File: config.mk
export PLATFORM = sky130hd
export DESIGN_NAME = food_ctrl
export DESIGN_NICKNAME = d
export VERILOG_FILES = /design/src/rtl/food_ctrl.sv
export SDC_FILE = /design/constraint.sdc
export NUM_CORES = 1
export LEC_CHECK = 0
export CAP_MARGIN = 0
export CORE_ASPECT_RATIO = 1.25
export CORE_MARGIN = 2
export CORE_UTILIZATION = 58
export CTS_CLUSTER_SIZE = 30
export DETAILED_ROUTE_END_ITERATION = 10
export PLACE_DENSITY = 0.84
export SLEW_MARGIN = 10
export SYNTH_ARGS = -nofsm -noshare
export SYNTH_HDL_FRONTEND = slang
export SYNTH_SLANG_ARGS = --single-unit
File: constraint.sdc
create_clock -name CLK_50M -period 5.27 [get_ports CLK_50M]
set_input_delay 1.581 -clock CLK_50M [delete_from_list [all_inputs] [get_ports CLK_50M]]
set_output_delay 1.581 -clock CLK_50M [all_outputs]
set_load 0.1 [all_outputs]
File: src/rtl/food_ctrl.sv
// Food cell tracker: detects the snake head landing on the food, pulses add_cube, relocates the food.
// Latency: add_cube one cycle after the hit strobe; new food earliest 2 cycles, at most 2+MAX_TRIES.
// No backpressure: head_valid is a fire-and-forget strobe, ignored while a relocation is in progress.
`timescale 1ns/1ps
module food_ctrl #(
   parameter int          GRID_W    = 40,
   parameter int          GRID_H    = 30,
   parameter int          COORD_W   = 6,
   parameter int          INIT_X    = 20,
   parameter int          INIT_Y    = 15,
   parameter logic [15:0] LFSR_SEED = 16'hACE1,
   parameter int          MAX_TRIES = 15
) (
   input  logic               CLK_50M,
   input  logic               RST,
   input  logic               game_en,
   input  logic               head_valid,
   input  logic [COORD_W-1:0] head_x,
   input  logic [COORD_W-1:0] head_y,
   output logic [COORD_W-1:0] food_x,
   output logic [COORD_W-1:0] food_y,
   output logic               food_valid,
   output logic               add_cube
);

   typedef enum logic {ARMED = 1'b0, PLACE = 1'b1} state_t;

   localparam logic [COORD_W-1:0] GW      = COORD_W'(GRID_W);
   localparam logic [COORD_W-1:0] GH      = COORD_W'(GRID_H);
   localparam logic [COORD_W:0]   GW_W    = (COORD_W+1)'(GRID_W);
   localparam logic [COORD_W:0]   HALF_W  = (COORD_W+1)'(GRID_W / 2);
   localparam logic [7:0]         TRY_LIM = 8'(MAX_TRIES);

   state_t             state_q, state_d;
   logic [15:0]        lfsr_q, lfsr_d;
   logic [7:0]         try_cnt_q, try_cnt_d;
   logic [COORD_W-1:0] food_x_q, food_x_d;
   logic [COORD_W-1:0] food_y_q, food_y_d;
   logic               food_valid_q, food_valid_d;
   logic               add_cube_q, add_cube_d;

   logic               lfsr_fb;
   logic [COORD_W-1:0] cx, cy;
   logic               hit, accept;
   logic [COORD_W:0]   fb_sum, fb_mod;
   logic [COORD_W-1:0] fb_x, fb_y;

   // Candidate cell, hit detection and the deterministic fallback cell
   always_comb begin
      lfsr_fb = lfsr_q[0] ^ lfsr_q[2] ^ lfsr_q[3] ^ lfsr_q[5];
      cx      = lfsr_q[COORD_W-1:0];
      cy      = lfsr_q[2*COORD_W-1:COORD_W];
      hit     = game_en && head_valid && (head_x == food_x_q) && (head_y == food_y_q);
      accept  = (cx < GW) && (cy < GH) && !((cx == head_x) && (cy == head_y));
      // Half a playfield away horizontally; out-of-range rows collapse to row 0
      fb_sum  = {1'b0, head_x} + HALF_W;
      fb_mod  = fb_sum % GW_W;
      fb_x    = fb_mod[COORD_W-1:0];
      fb_y    = (head_y < GH) ? head_y : '0;
   end

   // Next-state logic: LFSR free-runs, FSM arms on hit and relocates in PLACE
   always_comb begin
      state_d      = state_q;
      lfsr_d       = {lfsr_fb, lfsr_q[15:1]};
      try_cnt_d    = try_cnt_q;
      food_x_d     = food_x_q;
      food_y_d     = food_y_q;
      food_valid_d = food_valid_q;
      add_cube_d   = 1'b0;
      case (state_q)
         ARMED: begin
            if (hit) begin
               add_cube_d   = 1'b1;
               food_valid_d = 1'b0;
               try_cnt_d    = '0;
               state_d      = PLACE;
            end
         end
         PLACE: begin
            if (accept) begin
               food_x_d     = cx;
               food_y_d     = cy;
               food_valid_d = 1'b1;
               state_d      = ARMED;
            end else if (try_cnt_q != TRY_LIM) begin
               try_cnt_d = try_cnt_q + 8'd1;
            end else begin
               food_x_d     = fb_x;
               food_y_d     = fb_y;
               food_valid_d = 1'b1;
               state_d      = ARMED;
            end
         end
         default: state_d = ARMED;
      endcase
   end

   // State registers with synchronous reset
   always_ff @(posedge CLK_50M) begin
      if (RST) begin
         state_q      <= ARMED;
         lfsr_q       <= LFSR_SEED;
         try_cnt_q    <= '0;
         food_x_q     <= COORD_W'(INIT_X);
         food_y_q     <= COORD_W'(INIT_Y);
         food_valid_q <= 1'b1;
         add_cube_q   <= 1'b0;
      end else begin
         state_q      <= state_d;
         lfsr_q       <= lfsr_d;
         try_cnt_q    <= try_cnt_d;
         food_x_q     <= food_x_d;
         food_y_q     <= food_y_d;
         food_valid_q <= food_valid_d;
         add_cube_q   <= add_cube_d;
      end
   end

   assign food_x     = food_x_q;
   assign food_y     = food_y_q;
   assign food_valid = food_valid_q;
   assign add_cube   = add_cube_q;

endmodule

==> results.md, run 1 <==
- Worst-path clk slew: 70 ps
- Lkg Pwr: just under 0.9 nW
- Seq cells post-synth: 39
- GRT Overall Usage: 0.2374
- Antenna Cells: 0
- Pwr per Cell Area: between 200 and 300 nW/µm²
- Slowest cell on crit path: clkdlybuf4s50_1
- Drt via density: 6.130
- CP startpoint kind: input pin
- Crit path launch: head_x[4]
- Initial Util: 0.5971
- CTS tree: yes
- Critical path peak fanout: 16
- Routed WL: roughly 4600 µm
- F_max: around 250 MHz
- Root Buffer: clkbuf_8
- DIE WIDTH: 57.33 µm
- Outcome: finished clean
- DRT Pass-1 Iters: 4
- Net Sw Frac: 0.2339
- Crit path largest cell delay: 710 ps
- Layout cells sized above 1: 0.08268
- Critical path class: input pin to register
- I/O pins: 30
- Tcrit/Tclk final: 0.7532
- Top post-synthesis cells by area: dfxtp_1 38%, xnor2_1 8.9%, xor2_1 4.7%
- Port-buffer cells: 29
- Yosys top cell by area: dfxtp_1
- Vias: between 1500 and 2000
- Worst setup EP type: register
- Final ANT Viol Nets: 0
- Initial antenna violation count: 0
- Worst Hold Class: register to register
- Sequential Power Share: 0.483
- CORE AREA: 3453 µm²
- Worst path cell trace: clkdlybuf4s50_1 > xnor2_1 > nand4_1 > nor3_4 > nor2_1 > o21ai_0 > o41ai_1
- Final Hold Viols: 0
- Gates resized, CTS repair: 0
- First-pass GRT wire length: 7569 µm
- Remaining global-route overflow: 0
- Pins Over Slew Limit: 0
- First DRT Iteration DRCs: 132
- Worst-Margin Slew: between 1000 and 1500 ps
- P_sw: 0.1504 mW
- DP Wirelength: around 3300 µm
- Hold_sp: lfsr_q[12]$_SDFF_PP0_
- Most frequent cells in the layout: 39 x dfxtp_1, 29 x clkdlybuf4s50_1, 21 x xnor2_1
- CTS max path bufs: 2
- WP data arrival: approximately 4100 ps
- Vias in the first global route: ~1700
- CP required: between 5000 and 6000 ps
- Sequential share of the synthesized area: 0.3786
- Ys async rst share: 0
- Most common cell after layout, fill and taps aside: dfxtp_1
- Met1 usage in global routing: 0.2857
- Final Skew: 7.957 ps
- Die area: around 4100 µm²
- Met3 Track Usage GR: 0.06399
- Tmin final: 3969 ps
- Rel. slew slack: 0.2914
- # clock sinks: 39
- Hold buffer count at CTS: 0
- # rows: 24
- Clk_lat worst skew: 290 ps
- CP top delay family: simple AND/OR/NAND/NOR gates
- Syn Area/Cell: roughly 8.8 µm²
- Fin area: 2437 µm²
- Max-Cap Viols: 0
- Gate power share: 0.121
- Setup Viol. Count Final: 0
- Largest net degree at the start of global routing: 33
- Layout Area Growth over Synthesis: 18.20%
- Die height: approximately 70 µm
- Total CTS buffers: 5
- Final Wtd Congestion: approximately 0.93
- Post-synthesis cell area: around 2100 µm²
- Clock share of power: 0.397
- Drc violations: 0
- Setup TNS: 0 ps
- Gate Count Post-Synth: between 200 and 250
- # nets final: about 270
- Post-Place Cell Area: 2320 µm²
- Post-CTS Setup Inserts: 0
- VDD IR max: between 0.2 and 0.25 mV
- FF-to-FF Start: lfsr_q[7]$_SDFF_PP1_
- Buf/Inv on CP: 1
- RSZ-0062 raised after global routing: no
- Cell variety after synth: 49
- Pint: between 0.4 and 0.5 mW
- Post-synth top area share: 0.3786
- Global route hottest layer: met2
- Post-synth top flop: dfxtp_1
- Post-synth net total: between 200 and 300
- Wire per inst: between 15 and 20 µm
- Met2 GRT Util: 0.3946
- EDFF count, synth: 0
- Synth warn: 0
- Htree depth: 2
synth_stat cells (all sizes together) (2+ instances only):
master    n
dfxtp    39
xnor2    22
nand2    19
o21ai    13
nor2     12
o211ai   11
xor2     11
a21oi    10
clkbuf   10
nor2b    10
nor3      8
or2       8
a31oi     7
and3      6
buf       6
nand4     6
nand3     4
a311oi    3
ha        3
a41o      2
a41oi     2
nor4      2
o2111ai   2
or4       2
per-layer routing:
| metal | vias to the layer above | routed length, µm |
|---|---|---|
| met2 | 58 | 2292 |
| met1 | 850 | 1973 |
| li1 | 879 | - |
| met4 | 0 | 93 |
| met5 | - | 0 |
| met3 | 9 | 221 |
cell families (layout without fill, tap and decap cells):
kind of cell,count (synthesis),count (layout),share of synthesized area
compound gates,57,57,0.1924
buf+inv,17,38,0.04126
flops,39,39,0.3786
simple gates,83,83,0.2209
fa+ha+maj,3,3,0.01821
mux,1,1,0.004855
xor+xnor,33,33,0.1438
stage by stage:
| stage | std cells | util | hold WS (ps) | power (mW) | setup WS [ps] |
|---|---|---|---|---|---|
| 5_1_grt | 293 | 0.7058 | 427.8 | 0.6703 | 1075 |
| 3_3_place_gp | 285 | 0.6717 | 393.5 | 0.3926 | 1125 |
| 3_5_place_dp | 285 | 0.6717 | 393.7 | 0.3936 | 1043 |
| 4_1_cts | 293 | 0.7058 | 411.3 | 0.6453 | 1334 |
| 6_report | 293 | 0.7058 | 410.4 | 0.6429 | 1301 |
| 2_1_floorplan | 233 | - | 389.5 | 0.3692 | 2156 |
worst register-to-register path: stages (launching register included):
cell,delay (ps)
dfxtp_1,350
a41oi_1,400
nand2_1,410
nor2_1,670
o21ai_0,270
o41ai_1,400
final cells by class:
cell class	instances	area, µm²
clock buffer	6	82.58
clock inverter	2	35.03
fill	269	1016
inverter	1	3.754
multi-input combinational	177	1196
sequential	39	780.7
tap	39	48.80
timing repair buffer	29	290.3
power groups by stage:
stage | clock network [mW] | logic (mW) | registers (mW)
after global placement | 0 | 0.0757 | 0.317
after floorplan | 0 | 0.0550 | 0.314
after detailed placement | 0 | 0.0766 | 0.317
after CTS | 0.258 | 0.0774 | 0.310
final | 0.255 | 0.0776 | 0.310
after global routing | 0.275 | 0.0835 | 0.311
flip-flops by register name (all words and copies together), names as in the netlist:
register	flops
try_cnt_q	8
food_x	6
food_valid	1
state_q	1
add_cube	1
lfsr_q	16
food_y	6
path summary, 6_finish.rpt:
path	to	slack, ps	cells after the start
max reg2reg	food_x[5]$_SDFFE_PP0P_	2650	5
max	food_x[5]$_SDFFE_PP0P_	1300	7
min	lfsr_q[11]$_SDFF_PP1_	410	1
min reg2reg	lfsr_q[11]$_SDFF_PP1_	410	1
(Power assumes the default switching activity.)
==> run 2, diff against run 1 <==
--- a/config.mk
+++ b/config.mk
@@ -8,10 +8,10 @@
 export CAP_MARGIN = 0
 export CORE_ASPECT_RATIO = 1.25
 export CORE_MARGIN = 2
-export CORE_UTILIZATION = 58
+export CORE_UTILIZATION = 54
 export CTS_CLUSTER_SIZE = 30
 export DETAILED_ROUTE_END_ITERATION = 10
-export PLACE_DENSITY = 0.84
+export PLACE_DENSITY = 0.79
 export SLEW_MARGIN = 10
 export SYNTH_ARGS = -nofsm -noshare
 export SYNTH_HDL_FRONTEND = slang
==> constraint.sdc (replaced) <==
create_clock -name CLK_50M -period 3.7 [get_ports CLK_50M]
set_input_delay 1.11 -clock CLK_50M [delete_from_list [all_inputs] [get_ports CLK_50M]]
set_output_delay 1.11 -clock CLK_50M [all_outputs]
set_load 0.1 [all_outputs]
==> run 2 against run 1 <==
Effect of this change:
- cell count rose by 3.8%
- worst setup slack got worse by 610 ps
- die area rose by 6.9%
- worst hold slack improved by 1.7 ps
- sequential power rose by 43%
- clock skew barely moved
- global-route usage rose by 1.1 points
- via count rose by 3.1%
- sequential share of layout area fell by 0.53 points
- count of clock-buffer cells in the layout did not move
- sequential cell count did not move
- largest cell class unchanged
- highest routed layer unchanged
==> results.md, run 2 (synthesized netlist as in run 1, its figures left out) <==
- Outcome: finished clean
- # rows: 25 (+4.2%)
- CP startpoint kind: input pin
- Final Skew: 7.485 ps (-0.4717 ps)
- # clock sinks: 39 (unchanged)
- Post-Place Setup Slack: 417.4 ps (-625.5 ps)
- Root Buffer: clkbuf_8
- Pins Over Slew Limit: 0 (unchanged)
- Most frequent cells in the layout: 39 x dfxtp_1, 24 x buf_4, 21 x xnor2_1
- VDD IR max: 0.3167 mV (+33%)
- WP data arrival: 3240 ps (-860 ps)
- Crit path largest cell delay: 650 ps (-60 ps)
- Pwr per Cell Area: 373.8 nW/µm² (+42%)
- CORE AREA: 3722 µm² (+7.8%)
- CTS max path bufs: 2 (unchanged)
- # nets final: 282 (+3.7%)
- Routed WL: 5129 µm (+12%)
- Largest net degree at the start of global routing: 18 (-45%)
- Final Wtd Congestion: 0.8714 (-5.8%)
- Final ANT Viol Nets: 0 (unchanged)
- Final Hold Viols: 0 (unchanged)
- Fin area: 2479 µm² (+1.7%)
- First DRT Iteration DRCs: 109 (-17%)
- Layout cells sized above 1: 0.1705 (+0.08778)
- RSZ-0062 raised after global routing: no
- Drt via density: 6.089 (-0.67%)
- Buf/Inv on CP: 1 (unchanged)
- Total CTS buffers: 5 (unchanged)
- Max-Cap Viols: 0 (unchanged)
- Critical path peak fanout: 9 (-7)
- GRT Overall Usage: 0.2488 (+0.01141)
- Max reg flops: 16 (unchanged)
- Slowest cell on crit path: clkdlybuf4s50_1
- CP required: 3930 ps (-1470 ps)
- First-pass GRT wire length: 8086 µm (+6.8%)
- Setup TNS: 0 ps (unchanged)
- Drc violations: 0 (unchanged)
- Lkg Pwr: 0.9508 nW (+6.9%)
- DRT Pass-1 Iters: 4 (unchanged)
- F_max: ~330 MHz
- Setup Viol. Count Final: 0 (unchanged)
- Hold buffer count at CTS: 0 (unchanged)
- Tcrit/Tclk final: 0.8142
- Post-CTS Setup Inserts: 0 (unchanged)
- Post-Place Cell Area: 2361 µm² (+1.8%)
- DP Wirelength: 3673 µm (+10%)
- Htree depth: 2 (unchanged)
- Worst-Margin Slew: 570.5 ps (-489.1 ps)
- I/O pins: 30 (unchanged)
- Worst Hold Class: register to register
- Reg with most FFs: lfsr_q
- Layout Area Growth over Synthesis: 20.21%
- Most common cell after layout, fill and taps aside: dfxtp_1
- Rel. slew slack: 0.6188 (+0.3274)
- Tmin final: around 3000 ps
- Port-buffer cells: 29 (unchanged)
- Initial Util: 0.5539 (-0.04315)
- Vias in the first global route: 1700 (+1.4%)
- DIE WIDTH: 59.27 µm (+3.4%)
- Die height: 73.09 µm (+3.4%)
- Die area: 4332 µm² (+6.9%)
- CTS tree: yes
- Wire per inst: 16.87 µm (+7.9%)
- Vias: 1851 (+3.1%)
- Worst-path clk slew: 80 ps (about the same)
- Remaining global-route overflow: 0 (unchanged)
- Finished Core Util: 0.6659 (-0.03992)
- Setup WS post-layout: 687.4 ps (-613.2 ps)
- Worst path cell trace: clkdlybuf4s50_1 > xnor2_1 > nand4_1 > nor3_4 > o211ai_4 > or4_4 > a21oi_2
- Gates resized, CTS repair: 0 (unchanged)
- CP top delay family: simple AND/OR/NAND/NOR gates
- Worst setup EP type: register
- Clk_lat worst skew: 290 ps (about the same)
- Antenna Cells: 0 (unchanged)
- Biggest regs: lfsr_q x16, try_cnt_q x8
- Initial antenna violation count: 0 (unchanged)
- Critical path class: input pin to register
[run 2: cell count changes in the layout (fill, tap and decap cells not counted)]
cell | previous run | this run
clkdlybuf4s50_1 | 29 | 15
buf_4 | 0 | 24
[run 2: through the flow]
stage / power (mW) / std cells / hold WS, ps
3_3_place_gp: 0.5668 / 296 / 396.6
3_5_place_dp: 0.5683 / 296 / 397.5
5_1_grt: 0.9639 / 304 / 426.1
4_1_cts: 0.9319 / 304 / 415.6
2_1_floorplan: 0.5259 / 233 / 389.5
6_report: 0.9266 / 304 / 412.1
[run 2: final timing paths]
kind | cells after the start | end | from | slack [ps]
min reg2reg | 1 | lfsr_q[11]$_SDFF_PP1_ | lfsr_q[12]$_SDFF_PP0_ | 410
min | 1 | lfsr_q[11]$_SDFF_PP1_ | lfsr_q[12]$_SDFF_PP0_ | 410
max reg2reg | 6 | try_cnt_q[6]$_SDFFE_PP0P_ | lfsr_q[5]$_SDFF_PP1_ | 1560
max | 7 | try_cnt_q[6]$_SDFFE_PP0P_ | head_x[3] | 690
[run 2: cell type report]
class,instances,area [µm²]
Tap cell,40,50.05
Fill cell,329,1244
Clock inverter,2,35.03
Timing Repair Buffer,39,330.3
Multi-Input combinational cell,177,1196
Clock buffer,6,82.58
Sequential cell,39,780.7
Inverter,1,3.754
[run 2: worst reg2reg max path: stages (launching register included)]
cell      delay [ps]
dfxtp_1          540
xnor2_2          180
nand4_2          160
nor3_4           370
o211ai_4         180
or4_4            510
a21oi_2          140
[run 2: where the power goes]
group	internal (mW)	switching [mW]
clock	0.218	0.148
combinational	0.0566	0.0621
sequential	0.431	0.0105
[run 2: per-layer routing]
metal  wire (µm)  track usage  part of all wire
met1        2156       0.2917              0.42
met2        2522       0.4188              0.49
met4         175       0.1111             0.034
met3         273      0.06383             0.053
met5           0            0                 0
